[src/rtl/mem_access_unit_pkg.sv]
`default_nettype none
// ============================================================================
//  Module      : mem_access_unit_pkg
//  Description : Shared constants for the load/store unit: one-hot state
//                encoding and store byte-lane request codes.
//  Revision    : 1.0 - initial release
// ============================================================================
package mem_access_unit_pkg;

    // One-hot FSM state encoding
    localparam logic [2:0] c_IDLE       = 3'b001;
    localparam logic [2:0] c_LOAD_WAIT  = 3'b010;
    localparam logic [2:0] c_STORE_WAIT = 3'b100;

    // Store lane requests: [1] = even/high byte, [0] = odd/low byte
    localparam logic [1:0] c_LANE_HI   = 2'b10;
    localparam logic [1:0] c_LANE_LO   = 2'b01;
    localparam logic [1:0] c_LANE_WORD = 2'b11;

endpackage : mem_access_unit_pkg
`default_nettype wire

[src/rtl/mem_access_unit_load_formatter.sv]
`default_nettype none
// ============================================================================
//  Module      : load_formatter
//  Description : Combinational load-data formatter. Selects the addressed
//                byte of a big-endian word (even = [15:8], odd = [7:0]) and
//                zero- or sign-extends it; word accesses pass straight through.
//  Revision    : 1.0 - initial release
// ============================================================================
module load_formatter (
    input  wire logic [15:0] i_readdat,
    input  wire logic        i_byte,
    input  wire logic        i_signed,
    input  wire logic        i_addr0,
    output logic      [15:0] o_data
);

    logic [7:0] w_byte_sel;
    logic [7:0] w_ext;

    // Pick the addressed lane and build the upper-byte extension
    always_comb begin
        w_byte_sel = i_addr0 ? i_readdat[7:0] : i_readdat[15:8];
        w_ext      = i_signed ? {8{w_byte_sel[7]}} : 8'h00;
        o_data     = i_byte ? {w_ext, w_byte_sel} : i_readdat;
    end

endmodule : load_formatter
`default_nettype wire

[src/rtl/mem_access_unit.sv]
`default_nettype none
// ============================================================================
//  Module      : mem_access_unit
//  Description : Load/store unit. Accepts one command at a time, drives the
//                memory controller store port (path 2) or load port (path 3),
//                waits for done with a timeout, and returns formatted load
//                data with a one-cycle completion pulse.
//  Revision    : 1.0 - initial release
// ============================================================================
module mem_access_unit
    import mem_access_unit_pkg::*;
#(
    parameter int TIMEOUT_CYCLES = 64,
    parameter int TMO_W          = 7
) (
    input  wire logic        clk,
    input  wire logic        reset_n,
    input  wire logic        op_valid,
    output logic             op_ready,
    input  wire logic        op_store,
    input  wire logic        op_byte,
    input  wire logic        op_signed,
    input  wire logic [15:0] op_addr,
    input  wire logic [15:0] op_wdata,
    output logic             res_valid,
    output logic      [15:0] res_data,
    output logic             res_err,
    output logic      [15:0] st_addr,
    output logic      [15:0] st_wdata,
    output logic       [1:0] st_request,
    input  wire logic        st_done,
    output logic      [15:0] ld_addr,
    output logic             ld_request,
    input  wire logic        ld_done,
    input  wire logic [15:0] ld_readdat
);

    // The last count value before the timeout edge; the timeout fires on the
    // TIMEOUT_CYCLES-th edge spent in a wait state.
    localparam logic [TMO_W-1:0] c_TMO_LAST = TMO_W'(TIMEOUT_CYCLES - 1);

    logic [2:0]       r_state;
    logic [TMO_W-1:0] r_cnt;
    logic             r_byte;
    logic             r_signed;
    logic             r_addr0;
    logic             r_res_valid;
    logic [15:0]      r_res_data;
    logic             r_res_err;
    logic [15:0]      r_st_addr;
    logic [15:0]      r_st_wdata;
    logic [1:0]       r_st_request;
    logic [15:0]      r_ld_addr;
    logic             r_ld_request;
    logic [15:0]      w_fmt_data;

    load_formatter u_load_formatter (
        .i_readdat (ld_readdat),
        .i_byte    (r_byte),
        .i_signed  (r_signed),
        .i_addr0   (r_addr0),
        .o_data    (w_fmt_data)
    );

    // Command FSM: accept, issue request, wait for done or timeout, respond.
    // Requests drop on the same edge that samples done so none is re-issued.
    always_ff @(posedge clk or negedge reset_n) begin
        if (!reset_n) begin
            r_state      <= c_IDLE;
            r_cnt        <= '0;
            r_byte       <= 1'b0;
            r_signed     <= 1'b0;
            r_addr0      <= 1'b0;
            r_res_valid  <= 1'b0;
            r_res_data   <= 16'h0000;
            r_res_err    <= 1'b0;
            r_st_addr    <= 16'h0000;
            r_st_wdata   <= 16'h0000;
            r_st_request <= 2'b00;
            r_ld_addr    <= 16'h0000;
            r_ld_request <= 1'b0;
        end else begin
            r_res_valid <= 1'b0;
            r_res_err   <= 1'b0;
            case (r_state)
                c_IDLE: begin
                    if (op_valid) begin
                        if (!op_byte && op_addr[0]) begin
                            // Misaligned word: reject without touching memory
                            r_res_valid <= 1'b1;
                            r_res_err   <= 1'b1;
                            r_res_data  <= 16'h0000;
                        end else begin
                            r_cnt    <= '0;
                            r_byte   <= op_byte;
                            r_signed <= op_signed;
                            r_addr0  <= op_addr[0];
                            if (op_store) begin
                                r_st_addr    <= op_addr;
                                r_st_wdata   <= op_byte ? {8'h00, op_wdata[7:0]} : op_wdata;
                                r_st_request <= !op_byte   ? c_LANE_WORD :
                                                op_addr[0] ? c_LANE_LO : c_LANE_HI;
                                r_state      <= c_STORE_WAIT;
                            end else begin
                                r_ld_addr    <= op_addr;
                                r_ld_request <= 1'b1;
                                r_state      <= c_LOAD_WAIT;
                            end
                        end
                    end
                end
                c_LOAD_WAIT: begin
                    if (ld_done) begin
                        r_ld_request <= 1'b0;
                        r_res_valid  <= 1'b1;
                        r_res_data   <= w_fmt_data;
                        r_state      <= c_IDLE;
                    end else if (r_cnt == c_TMO_LAST) begin
                        r_ld_request <= 1'b0;
                        r_res_valid  <= 1'b1;
                        r_res_err    <= 1'b1;
                        r_res_data   <= 16'h0000;
                        r_state      <= c_IDLE;
                    end else begin
                        r_cnt <= r_cnt + TMO_W'(1);
                    end
                end
                c_STORE_WAIT: begin
                    if (st_done) begin
                        r_st_request <= 2'b00;
                        r_res_valid  <= 1'b1;
                        r_res_data   <= 16'h0000;
                        r_state      <= c_IDLE;
                    end else if (r_cnt == c_TMO_LAST) begin
                        r_st_request <= 2'b00;
                        r_res_valid  <= 1'b1;
                        r_res_err    <= 1'b1;
                        r_res_data   <= 16'h0000;
                        r_state      <= c_IDLE;
                    end else begin
                        r_cnt <= r_cnt + TMO_W'(1);
                    end
                end
                default: begin
                    r_state      <= c_IDLE;
                    r_st_request <= 2'b00;
                    r_ld_request <= 1'b0;
                end
            endcase
        end
    end

    assign op_ready   = (r_state == c_IDLE);
    assign res_valid  = r_res_valid;
    assign res_data   = r_res_data;
    assign res_err    = r_res_err;
    assign st_addr    = r_st_addr;
    assign st_wdata   = r_st_wdata;
    assign st_request = r_st_request;
    assign ld_addr    = r_ld_addr;
    assign ld_request = r_ld_request;

endmodule : mem_access_unit
`default_nettype wire

[config.mk]
export PLATFORM = sky130hd
export DESIGN_NAME = mem_access_unit
export DESIGN_NICKNAME = d
export VERILOG_FILES = /design/src/rtl/mem_access_unit_pkg.sv /design/src/rtl/mem_access_unit_load_formatter.sv /design/src/rtl/mem_access_unit.sv
export SDC_FILE = /design/constraint.sdc
export NUM_CORES = 1
export LEC_CHECK = 0
export ABC_AREA = 1
export BUFFER_PORTS_ARGS = -buffer_cell sky130_fd_sc_hd__buf_4
export CAP_MARGIN = 20
export CORE_AREA = 2 2 110 70
export CTS_CLUSTER_DIAMETER = 50
export DETAILED_ROUTE_END_ITERATION = 8
export DIE_AREA = 0 0 112 72
export PLACE_DENSITY = 0.83
export SLEW_MARGIN = 20
export SYNTH_ARGS = -nofsm -noshare
export SYNTH_HDL_FRONTEND = slang
export SYNTH_SLANG_ARGS = --single-unit
[constraint.sdc]
create_clock -name clk -period 2.8 [get_ports clk]
set_input_delay 0 -clock clk [delete_from_list [all_inputs] [get_ports clk]]
set_output_delay 0 -clock clk [all_outputs]
set_load 0.1 [all_outputs]
Yosys cells after proc, flatten, opt, wreduce, memory -nomap -nowiden
Index checks and enable logic that the tools add are counted.
{"block": "totals", "ff_bits": 82, "latch_bits": 0, "ramBits": 0, "rom_bits": 0, "elab_cells": 88, "mem_count": 0}
{"block": "classes", "addsub": 1, "multipliers": 0, "n_div": 0, "order_cmp": 0, "eq_ne": 13, "n_shift": 0, "muxes": 46, "bitwise_logic": 4, "n_reduce_logical": 11}
{"operator": "two-way mux 16 bit", "count": 7}
{"operator": "one-hot mux 16 bit (3 select lines)", "count": 1}
{"operator": "two-way mux 7 bit", "count": 5}
{"operator": "one-hot mux 7 bit (3 select lines)", "count": 1}
{"operator": "two-way mux 3 bit", "count": 6}
{"operator": "two-way mux 8 bit", "count": 2}
{"operator": "AND reduction 5 bit", "count": 3}
{"operator": "two-way mux 2 bit", "count": 7}
{"operator": "two-way mux 1 bit", "count": 12}
{"operator": "inequality test 2 bit (second input constant)", "count": 5}
{"operator": "one-hot mux 1 bit (3 select lines)", "count": 3}
{"operator": "one-hot mux 3 bit (3 select lines)", "count": 1}
{"operator": "AND reduction 4 bit", "count": 2}
{"operator": "adder 7 x 1 -> 7 bit (second input constant)", "count": 1}
{"operator": "equality test 7 x 6 -> 1 bit (second input constant)", "count": 1}
{"operator": "inequality test 3 bit (second input constant)", "count": 2}
{"operator": "one-hot mux 2 bit (3 select lines)", "count": 1}
{"operator": "AND reduction 3 bit", "count": 2}
{"operator": "inequality test 2 x 1 -> 1 bit (second input constant)", "count": 2}
{"operator": "NOT 1 bit", "count": 4}
{"operator": "equality test 3 x 1 -> 1 bit (second input constant)", "count": 1}
{"operator": "equality test 3 x 2 -> 1 bit (second input constant)", "count": 1}
{"operator": "equality test 3 bit (second input constant)", "count": 1}
{"operator": "nonzero test 3 bit", "count": 1}
{"operator": "3 further kinds", "count": 3}

Logic depth before layout (Yosys ltp)
Gate-level depths: netlist of run 1.
{"block": "logic_depth", "depth_word": 6, "mapped_depth": 10, "depth_no_buf": 9}

By module
A second synthesis of run 1 with hierarchy kept.
{"block": "unflattened", "cells_unflattened": 460, "hier_area_um2": 3736.1}
{"module": "mem_access_unit", "instances": 1, "cells_each": 412, "area_each_um2": 3522.1, "seq_area_each_um2": 2053.2}
{"module": "load_formatter", "instances": 1, "cells_each": 48, "area_each_um2": 214.0, "seq_area_each_um2": 0.0}

Worst setup path after synthesis of run 1
OpenSTA, ideal clock, no wires.
{"block": "synth_timing", "path_kind": "reg-to-reg", "from": "register r_state[0]", "to": "register r_st_addr[12] (netlist: st_addr[12])", "arrival_ns": 1.584, "required_time_ns": 2.678, "path_slack_ns": 1.093, "stages_incl_launch_ff": 9, "synth_period_minus_slack_ns": 1.707, "path_cell_list": "dfstp_2 nand3_4 clkinv_2 nand2_4 nor2_8 inv_4 buf_6 nand2_1 o21ai_2"}
{"block": "synth_via", "elab_chain_len": 2}
{"item": "start, declared", "line": "mem_access_unit.sv:42", "rtl": "logic [2:0] r_state;"}
{"item": "start signal, assigned", "line": "mem_access_unit.sv:69", "rtl": "r_state <= c_IDLE;"}
{"item": "start signal, assigned", "line": "mem_access_unit.sv:103", "rtl": "r_state <= c_STORE_WAIT;"}
{"item": "start signal, assigned", "line": "mem_access_unit.sv:107", "rtl": "r_state <= c_LOAD_WAIT;"}
{"item": "equality test 3 x 1 -> 1 bit"}
{"item": "via op_ready", "line": "mem_access_unit.sv:19", "rtl": "output logic op_ready,"}
{"item": "AND reduction 4 bit (no line)"}
{"item": "end signal, assigned", "line": "mem_access_unit.sv:99", "rtl": "r_st_addr <= op_addr;"}
{"item": "end, declared", "line": "mem_access_unit.sv:50", "rtl": "logic [15:0] r_st_addr;"}
The timed path passes the listed nets, and every way through them passes these cells.
A chain may end at the register's enable or synchronous reset.

Worst setup path after layout of run 1
{"block": "layout_timing", "from": "register r_state[0]", "to": "register r_st_addr[3] (netlist: st_addr[3])"}
{"block": "layout_via", "elab_chain_len": 2}
{"item": "equality test 3 x 1 -> 1 bit", "line": "mem_access_unit.sv:85", "rtl": "case (r_state)"}
{"item": "AND reduction 4 bit (no line)"}
Every way passes these cells.

==> results of run 1 <==
## sequential cells by signal, summed over array words and instances (netlist names)
signal	flops
res_err	1
r_cnt	7
st_addr	16
r_addr0	1
res_valid	1
ld_request	1
ld_addr	16
r_signed	1
res_data	16
st_wdata	16
st_request	2
r_byte	1
r_state	3
## final timing paths
check	slack [ns]	from	end
min in group asynchronous	0.27	reset_n	res_data[3]
setup reg to reg	1.02	r_state[0]	st_addr[3]
setup / recovery	1.02	r_state[0]	st_addr[3]
hold / removal	0.05	ld_readdat[9]	res_data[1]
max in group asynchronous	2.01	reset_n	r_cnt[4]
hold reg to reg	0.47	st_wdata[2]	st_wdata[2]
## synth_stat cells, drive strengths merged
library cell,count,area share
o21ai,41,0.071
ha,1,0.0034
inv,49,0.051
dfstp,1,0.0071
buf,13,0.031
nor2,20,0.030
xor2,1,0.0024
xnor2,2,0.0047
nand3,35,0.054
o211ai,14,0.028
o21a,1,0.0020
nand4,5,0.0085
dfrtp,81,0.55
nor3,1,0.0014
nand2,144,0.15
clkinv,1,0.0014
a21o,1,0.0020
a21oi,2,0.0027
## cell type report
type,count,area share
clock buffers,11,0.0446
repair buffers,175,0.265
well taps,91,0.0209
inverters,50,0.0352
clock inverters,5,0.0115
multi-input cells,268,0.245
flip-flops and latches,82,0.378
## cell usage in the layout, fill, tap and decap left out, types with 4 or more instances in the layout
cell type	instances
sky130_fd_sc_hd__nand2_2	4
sky130_fd_sc_hd__o21ai_1	5
sky130_fd_sc_hd__inv_1	43
sky130_fd_sc_hd__nand3_1	32
sky130_fd_sc_hd__o211ai_1	14
sky130_fd_sc_hd__nor2_1	14
sky130_fd_sc_hd__dlygate4sd3_1	50
sky130_fd_sc_hd__nand4_1	5
sky130_fd_sc_hd__nand2_1	139
sky130_fd_sc_hd__nor2_2	4
sky130_fd_sc_hd__dfrtp_1	81
sky130_fd_sc_hd__o21ai_0	21
sky130_fd_sc_hd__inv_2	5
sky130_fd_sc_hd__o21ai_2	15
sky130_fd_sc_hd__buf_4	124
sky130_fd_sc_hd__clkbuf_16	9
## worst max-delay path, stage by stage, from the launching register on
cell,delay (ns)
sky130_fd_sc_hd__dfstp_2,0.58
sky130_fd_sc_hd__nand3_4,0.13
sky130_fd_sc_hd__clkinv_2,0.10
sky130_fd_sc_hd__nand2_4,0.07
sky130_fd_sc_hd__nor2_8,0.26
sky130_fd_sc_hd__inv_4,0.27
sky130_fd_sc_hd__nand2_1,0.16
sky130_fd_sc_hd__o21ai_2,0.06
## through the flow
step / instances / util / setup WS (ns)
6_report: 682 / 0.774 / 1.02
5_1_grt: 682 / 0.774 / 0.884
4_1_cts: 682 / 0.773 / 1.04
3_5_place_dp: 616 / 0.659 / 1.06
3_3_place_gp: 616 / 0.659 / 1.09
2_1_floorplan: 413 / - / 1.09
## layer usage
layer / vias to the layer above / GRT usage / wire [um]
met5: - / 0 / 0
li1: 1660 / - / -
met1: 1628 / 0.354 / 4480
met4: 0 / 0.0447 / 45
met2: 154 / 0.402 / 4520
met3: 6 / 0.0685 / 788
## cells by family (layout without fill, tap and decap cells)
group | after synthesis | in the layout | synth area share
simple gates | 205 | 205 | 0.244
flops | 82 | 82 | 0.556
buf+inv | 63 | 241 | 0.0827
compound gates | 59 | 59 | 0.106
xor+xnor | 3 | 3 | 0.00712
fa+ha+maj | 1 | 1 | 0.00339
==> parameters.txt, run 1 <==
Parameter                              Value

Outcome
  Outcome ... completed

Global routing
  All-layer global routing usage ... 0.250
  Total congestion overflow ... 0
  Vias in the first global route ... 3,387
  Pin count of the biggest net entering global routing ... 83
  Antenna violations before repair ... 0
  Wire length of the first global-routing pass ... 16.2 mm

Drt
  Residual DRC count ... 0
  Final ANT Viol Nets ... 0
  Detailed-route vias per instance ... 5.06
  Per-cell routed wire length ... 14.4 um
  Number of violations reported at the end of detailed-routing iteration 0 ... 351
  Overall via count from detail_route ... 3,448
  Total detailed-routing wirelength ... 9.84 mm
  Number of detailed-route iterations in the first pass ... 5

Final layout
  Antenna diodes ... 0
  Layout Area Growth over Synthesis ... 47.4%
  Finished layout cell area ... 5440 sq um
  NumNets Final ... 643
  Area used by multi-input combinational logic ... 1330 sq um
  Layout cells sized above 1 ... 0.299
  FF/Latch Area ... 2050 sq um
  Number of fill cells in the layout ... 453

Timing
  Upper clock frequency limit ... 0.561 GHz
  Hold slack ... 0.0473 ns
  Fraction of the cycle the final worst path needs ... 0.637
  Tightest slew margin relative to the limit ... 0.517
  Max Clock Skew ... 0.00602 ns
  Final setup fails ... 0
  Final-report hold violation count ... 0
  Final total negative setup slack ... 0 ns
  Number of max-slew violations in the final report ... 0
  Min cycle time layout ... 1.78 ns
  RSZ-0062 raised after global routing ... no
  Transition time of the tightest slew-check pin ... 0.725 ns

Hold path
  Instance count along the most critical hold path ... 5
  Type of the worst min-delay path ... input port to flip-flop

Clocking
  Clock tree from TritonCTS ... yes
  Clock transition at the registers of the reported paths ... 0.06 ns
  Number of post-CTS setup repair buffers ... 0
  Number of resized instances in the post-cts repair step ... 0
  Clock insertion delay at the later pin of the skew report ... 0.33 ns
  CTS buffer count ... 9
  CTS sink count ... 82
  CTS H-tree lvls ... 3
  Largest buffer count on any clock path ... 2
  # hold bufs at CTS ... 50
  Buffer type at the clock tree root ... sky130_fd_sc_hd__clkbuf_16

Floorplanning
  Starting utilization of the core area ... 0.525
  Count of standard-cell rows ... 24
  Die area ... 8060 sq um
  Horizontal die dimension ... 112 um
  Placeable core region ... 7030 sq um
  Top-level I/O count ... 126
  Chip Height ... 72 um

Placed design
  Weighted congestion reported at the end of routability-driven placement ... 0.862
  Post-Place Cell Area ... 4630 sq um
  Number of port buffers ... 125
  Half-perimeter wire length of the detailed placement result ... 6.37 mm

Setup path
  Critical path start-end classification ... flip-flop to flip-flop
  Worst setup SP type ... flip-flop
  Count of cells along the worst register-to-register path ... 7
  Critical Path AT ... 1.98 ns
  Critical path peak fanout ... 46
  WP data required ... 3.00 ns
  Element type at the critical path end ... flip-flop

Yosys
  Syn Nets ... 470
  Syn avg cell area ... 8.93 sq um
  Netlist cell types ... 31
  Number of synthesized register bits ... 82
  Seq/Total Area, Yosys ... 0.556
  Synth warn ... 0
  Synthesized instance count ... 413
  Mapped cell area ... 3690 sq um

Flow run
  Total of max-cap violations ... 0
Power of run 1 is left out: the tool's default activity adds up to more than one toggle a clock period on the data nets, which glitch-free logic cannot reach.
==> run 2, diff against run 1 <==
--- a/config.mk
+++ b/config.mk
@@ -5,14 +5,14 @@
 export SDC_FILE = /design/constraint.sdc
 export NUM_CORES = 1
 export LEC_CHECK = 0
-export ABC_AREA = 1
+export ABC_AREA = 0
 export BUFFER_PORTS_ARGS = -buffer_cell sky130_fd_sc_hd__buf_4
 export CAP_MARGIN = 20
-export CORE_AREA = 2 2 110 70
+export CORE_AREA = 2 2 112 71
 export CTS_CLUSTER_DIAMETER = 50
 export DETAILED_ROUTE_END_ITERATION = 8
-export DIE_AREA = 0 0 112 72
-export PLACE_DENSITY = 0.83
+export DIE_AREA = 0 0 114 73
+export PLACE_DENSITY = 0.77
 export SLEW_MARGIN = 20
 export SYNTH_ARGS = -nofsm -noshare
 export SYNTH_HDL_FRONTEND = slang
==> constraint.sdc (replaced) <==
create_clock -name clk -period 1.8 [get_ports clk]
set_input_delay 0 -clock clk [delete_from_list [all_inputs] [get_ports clk]]
set_output_delay 0 -clock clk [all_outputs]
set_load 0.1 [all_outputs]
==> parameters.txt, run 2 <==
Parameter                              Value

Setup path
  Crit-path cells ... and4bb_2 > nand2_4 > nor2_4 > buf_12 > mux2_2
  Critical path peak fanout ... 17
  Critical Path AT ... 1.97 ns
  Count of cells along the worst register-to-register path ... 5
  Worst setup SP type ... flip-flop
  WP data required ... 2.02 ns
  Master of the slowest instance on the critical path ... sky130_fd_sc_hd__dfstp_2
  Worst setup slack for register-to-register paths ... 0.05 ns
  FF-to-FF End ... ld_addr[0]
  Critical path start-end classification ... flip-flop to flip-flop
  Largest stage delay, worst path ... 0.55 ns
  RR Startpoint ... r_state[0]
  Element type at the critical path end ... flip-flop

Timing
  Final-report hold violation count ... 0
  Final setup fails ... 0
  RSZ-0062 raised after global routing ... yes
  Min cycle time layout ... 1.75 ns
  Tightest slew margin relative to the limit ... 0.626
  Fraction of the cycle the final worst path needs ... 0.971
  Max Clock Skew ... 0.00766 ns
  Number of max-slew violations in the final report ... 0
  Upper clock frequency limit ... 0.572 GHz
  Transition time of the tightest slew-check pin ... 0.561 ns

Yosys
  Syn avg cell area ... 12.9 sq um
  Synth warn ... 0
  Number of synthesized flops with an enable pin ... 0
  Proportion of netlist area held by the largest area contributor ... 0.586
  Number of synthesized register bits ... 82
  Biggest area contributors in the synthesized netlist ... sky130_fd_sc_hd__dfrtp_1 (59%), sky130_fd_sc_hd__mux2_2 (13%), sky130_fd_sc_hd__o2bb2ai_1 (4.3%), sky130_fd_sc_hd__nand2_1 (3.0%), sky130_fd_sc_hd__mux2i_1 (2.9%)
  Syn Nets ... 326
  Fraction of synthesis flops using an asynchronous set or reset pin ... 1.00
  Most used standard cell by instance count after synthesis ... sky130_fd_sc_hd__dfrtp_1
  Mapped cell area ... 3460 sq um
  Top cells by instance count after synthesis ... sky130_fd_sc_hd__dfrtp_1 (81), sky130_fd_sc_hd__mux2_2 (39), sky130_fd_sc_hd__nand2_1 (28), sky130_fd_sc_hd__o2bb2ai_1 (17), sky130_fd_sc_hd__o21ai_0 (14)
  Flip-flop cell with the highest count after synthesis ... sky130_fd_sc_hd__dfrtp_1
  Seq/Total Area, Yosys ... 0.593
  Netlist cell types ... 51
  Synthesized instance count ... 269
  Top cell type by total area after synthesis ... sky130_fd_sc_hd__dfrtp_1

Flow run
  Total of max-cap violations ... 0

Floorplanning
  Starting utilization of the core area ... 0.465
  Chip Height ... 73 um
  Top-level I/O count ... 126
  Placeable core region ... 7440 sq um
  Count of standard-cell rows ... 25
  Die area ... 8320 sq um
  Horizontal die dimension ... 114 um

Global routing
  Total congestion overflow ... 0
  Vias in the first global route ... 3,129
  Antenna violations before repair ... 0
  Pin count of the biggest net entering global routing ... 46
  All-layer global routing usage ... 0.256
  Wire length of the first global-routing pass ... 15.9 mm

Clocking
  Clock tree from TritonCTS ... yes
  Clock transition at the registers of the reported paths ... 0.06 ns
  CTS buffer count ... 9
  Buffer type at the clock tree root ... sky130_fd_sc_hd__clkbuf_16
  CTS H-tree lvls ... 3
  Number of post-CTS setup repair buffers ... 0
  Largest buffer count on any clock path ... 2
  CTS sink count ... 82
  Clock insertion delay at the later pin of the skew report ... 0.34 ns

Final layout
  Final instance count without filler cells ... 565
  Top library cells by usage in the layout, fill and taps aside ... sky130_fd_sc_hd__buf_4 (141), sky130_fd_sc_hd__dfrtp_1 (81), sky130_fd_sc_hd__dlygate4sd3_1 (54), sky130_fd_sc_hd__mux2_2 (30), sky130_fd_sc_hd__nand2_1 (27)
  Layout cells sized above 1 ... 0.461
  Layout Area Growth over Synthesis ... 62.1%
  Most common cell after layout, fill and taps aside ... sky130_fd_sc_hd__buf_4
  NumNets Final ... 523
  Antenna diodes ... 0
  Number of fill cells in the layout ... 457

Drt
  Number of violations reported at the end of detailed-routing iteration 0 ... 169
  Residual DRC count ... 0
  Total detailed-routing wirelength ... 10.2 mm
  Detailed-route vias per instance ... 5.20
  Overall via count from detail_route ... 2,940
  Per-cell routed wire length ... 18.0 um
  Number of detailed-route iterations in the first pass ... 4
  Final ANT Viol Nets ... 0

Placed design
  Weighted congestion reported at the end of routability-driven placement ... 0.842
  Number of port buffers ... 125
  Half-perimeter wire length of the detailed placement result ... 6.40 mm
  Placed instance count ... 495

Outcome
  Outcome ... completed

Hold path
  Type of the worst min-delay path ... input port to async pin
## run 2: cell count changes after synthesis, moves of 13 or more
cell                        delta
sky130_fd_sc_hd__mux2_2       +39
sky130_fd_sc_hd__inv_1        -41
sky130_fd_sc_hd__nand2_1     -111
sky130_fd_sc_hd__nand3_1      -29
sky130_fd_sc_hd__o211ai_1     -13
sky130_fd_sc_hd__o2bb2ai_1    +17
sky130_fd_sc_hd__o21ai_2      -15
## run 2: timing repair
item / in CTS / in global routing
hold buffers: 54 / 0
endpoints found under the setup margin: 5 / 22
resized for setup: 1 / 9
pin swaps: 0 / 1
endpoints found under the hold margin: 107 / 0
## run 2: area by class of cell
type                       count  area (sq um)  area share
sequential                    82          2050       0.366
inverter                       3          11.3     0.00201
clock buffer                  14           264      0.0471
tap                           94           118      0.0210
timing repair buffer         199          1680       0.299
clock inverter                 2          35.0     0.00625
multi-input combinational    171          1450       0.258
## run 2: worst max path at each step
| stage | startpoint | endpoint | slack (ns) | cells past startpoint |
|---|---|---|---|---|
| finish | r_state[0] | ld_addr[0] | 0.05 | 5 |
| global route | r_state[0] | r_cnt[3] | -0.004 | 6 |
| CTS | r_state[0] | r_cnt[3] | 0.03 | 6 |
| detailed placement | r_cnt[1] | r_cnt[0] | -0.01 | 5 |
| global placement | r_cnt[0] | r_cnt[0] | 0.07 | 5 |
| floorplan | r_state[0] | st_request[0] | -0.30 | 5 |
## run 2: logic make-up (layout without fill, tap and decap cells)
logic type      count (synthesis)  in the layout  share of synthesized area
flops                          82             82                      0.593
fa+ha+maj                       1              1                    0.00362
buf+inv                        16            218                     0.0231
xor+xnor                        2              2                    0.00506
compound gates                 52             52                      0.114
simple gates                   64             64                     0.0951
mux                            52             52                      0.166
## run 2: layer usage
layer / up-vias / share of wire / global-route usage
li1: 1371 / - / -
met1: 1433 / 0.42 / 0.317
met2: 118 / 0.49 / 0.419
met3: 18 / 0.073 / 0.0939
met4: 0 / 0.017 / 0.0921
met5: - / 0 / 0
## run 2: worst max-delay path: cells and delay by family, from the launching register on
family | cells | cell delay, ns
flops | 1 | 0.55
buf+inv | 1 | 0.18
simple gates | 3 | 0.53
mux | 1 | 0.37
## run 2: through the flow
stage	utilization	setup WS [ns]	setup TNS, ns	hold slack, ns	cell area, sq um
CTS	0.746	0.0343	0	0.162	5550
floorplan	-	-0.301	-0.768	-0.296	3530
finish	0.753	0.0516	0	0.177	5610
detailed placement	0.633	-0.0127	-0.0170	0.00620	4710
global route	0.753	-0.00366	-0.00544	0.178	5610
global placement	0.633	0.0722	0	0.00164	4710
Power of run 2 is left out for the same reason.
==> run 3, diff against run 2 <==
--- a/config.mk
+++ b/config.mk
@@ -12,7 +12,7 @@
 export CTS_CLUSTER_DIAMETER = 50
 export DETAILED_ROUTE_END_ITERATION = 8
 export DIE_AREA = 0 0 114 73
-export PLACE_DENSITY = 0.77
+export PLACE_DENSITY = 0.87
 export SLEW_MARGIN = 20
 export SYNTH_ARGS = -nofsm -noshare
 export SYNTH_HDL_FRONTEND = slang
==> parameters.txt, run 3 (synthesized netlist as in run 2, its figures left out) <==
Parameter                              Value

Drt
  Per-cell routed wire length ... 17.7 um
  Detailed-route vias per instance ... 5.25
  Number of detailed-route iterations in the first pass ... 4
  Final ANT Viol Nets ... 0
  Overall via count from detail_route ... 2,951
  Total detailed-routing wirelength ... 9.92 mm
  Number of violations reported at the end of detailed-routing iteration 0 ... 125
  Residual DRC count ... 0

Global routing
  Wire length of the first global-routing pass ... 15.7 mm
  Antenna violations before repair ... 0
  Total congestion overflow ... 0
  All-layer global routing usage ... 0.242
  Vias in the first global route ... 3,153
  Pin count of the biggest net entering global routing ... 45

Timing
  Final total negative setup slack ... 0 ns
  Max Clock Skew ... 0.00667 ns
  Upper clock frequency limit ... 0.562 GHz
  Fraction of the cycle the final worst path needs ... 0.988
  Min cycle time layout ... 1.78 ns
  Transition time of the tightest slew-check pin ... 0.569 ns
  Worst path setup slack after routing ... 0.0212 ns
  Final-report hold violation count ... 0
  Number of max-slew violations in the final report ... 0
  Hold slack ... 0.00315 ns
  Final setup fails ... 0
  Tightest slew margin relative to the limit ... 0.621

Clocking
  Clock insertion delay at the later pin of the skew report ... 0.33 ns
  Clock tree from TritonCTS ... yes
  Largest buffer count on any clock path ... 2
  Buffer type at the clock tree root ... sky130_fd_sc_hd__clkbuf_16
  CTS sink count ... 82
  CTS H-tree lvls ... 3
  Clock transition at the registers of the reported paths ... 0.06 ns
  CTS buffer count ... 9

Final layout
  Most common cell after layout, fill and taps aside ... sky130_fd_sc_hd__buf_4
  Top library cells by usage in the layout, fill and taps aside ... sky130_fd_sc_hd__buf_4 (144), sky130_fd_sc_hd__dfrtp_1 (80), sky130_fd_sc_hd__dlygate4sd3_1 (50), sky130_fd_sc_hd__mux2_2 (30), sky130_fd_sc_hd__nand2_1 (27)
  Antenna diodes ... 0
  Layout cells sized above 1 ... 0.468
  NumNets Final ... 520
  Layout Area Growth over Synthesis ... 60.8%

Placed design
  Number of port buffers ... 125
  Pre-CTS setup slack ... -0.0181 ns
  Half-perimeter wire length of the detailed placement result ... 6.44 mm
  Weighted congestion reported at the end of routability-driven placement ... 0.901

Outcome
  Outcome ... completed

Floorplanning
  Placeable core region ... 7440 sq um
  Die area ... 8320 sq um
  Starting utilization of the core area ... 0.465
  Count of standard-cell rows ... 25
  Horizontal die dimension ... 114 um
  Chip Height ... 73 um
  Top-level I/O count ... 126

Setup path
  Worst setup SP type ... flip-flop
  WP data required ... 2.06 ns
  Element type at the critical path end ... flip-flop
  Critical path peak fanout ... 7
  Critical Path AT ... 2.03 ns
  Critical path start-end classification ... flip-flop to flip-flop

Hold path
  Type of the worst min-delay path ... input port to flip-flop

Flow run
  Total of max-cap violations ... 0
==> run 3: cell count changes in the layout (fill, tap and decap cells not counted), sizes merged <==
cell	before	now
clkinvlp	0	1
buf	145	146
clkbuf	14	11
inv	2	3
bufinv	1	2
dlygate4sd3	54	50
==> run 3: layout make-up <==
cell class / instances / area (sq um)
inverters: 3 / 11.3
flip-flops and latches: 82 / 2050
multi-input cells: 171 / 1420
well taps: 94 / 118
repair buffers: 196 / 1620
fillers: 486 / 1880
clock buffers: 11 / 253
clock inverters: 5 / 85.1
==> run 3: critical path, stage by stage, from the launching register on <==
cell	delay, ns
sky130_fd_sc_hd__dfstp_2	0.40
sky130_fd_sc_hd__or4b_4	0.53
sky130_fd_sc_hd__o31a_4	0.14
sky130_fd_sc_hd__or4_4	0.49
sky130_fd_sc_hd__a21oi_2	0.14
==> run 3: what timing repair did <==
action                                 in CTS  in global routing
hold buffers                               50                  0
endpoints found under the hold margin     105                  0
setup endpoints to repair                  10                 24
pin swaps                                   0                  1
buffers inserted                            0                  1
gates resized for setup                     2                  8
==> run 3: path summary, 6_finish.rpt <==
check,from,to,slack [ns],depth (start not counted)
worst max-delay path,r_state[0],r_cnt[5],0.02,4
worst min-delay path,ld_readdat[2],res_data[2],0.003,3
worst max register to register,r_state[0],r_cnt[5],0.02,4
worst min register to register,st_wdata[13],st_wdata[13],0.48,2
max in group asynchronous,reset_n,res_data[2],0.97,3
min in group asynchronous,reset_n,res_err,0.20,2
==> run 3: per-stage QoR <==
stage | cell area, sq um | instances | utilization
floorplan | 3530 | 269 | -
global placement | 4680 | 495 | 0.629
detailed placement | 4680 | 495 | 0.629
CTS | 5530 | 561 | 0.743
global route | 5560 | 562 | 0.747
finish | 5560 | 562 | 0.747
==> run 3: routing by layer <==
| metal | up-vias | GRT usage | wire length, um |
|---|---|---|---|
| li1 | 1360 | - | - |
| met1 | 1444 | 0.317 | 4210 |
| met2 | 121 | 0.401 | 4890 |
| met3 | 26 | 0.0631 | 607 |
| met4 | 0 | 0.0759 | 213 |
| met5 | - | 0 | 0 |
Power of run 3 is left out for the same reason.
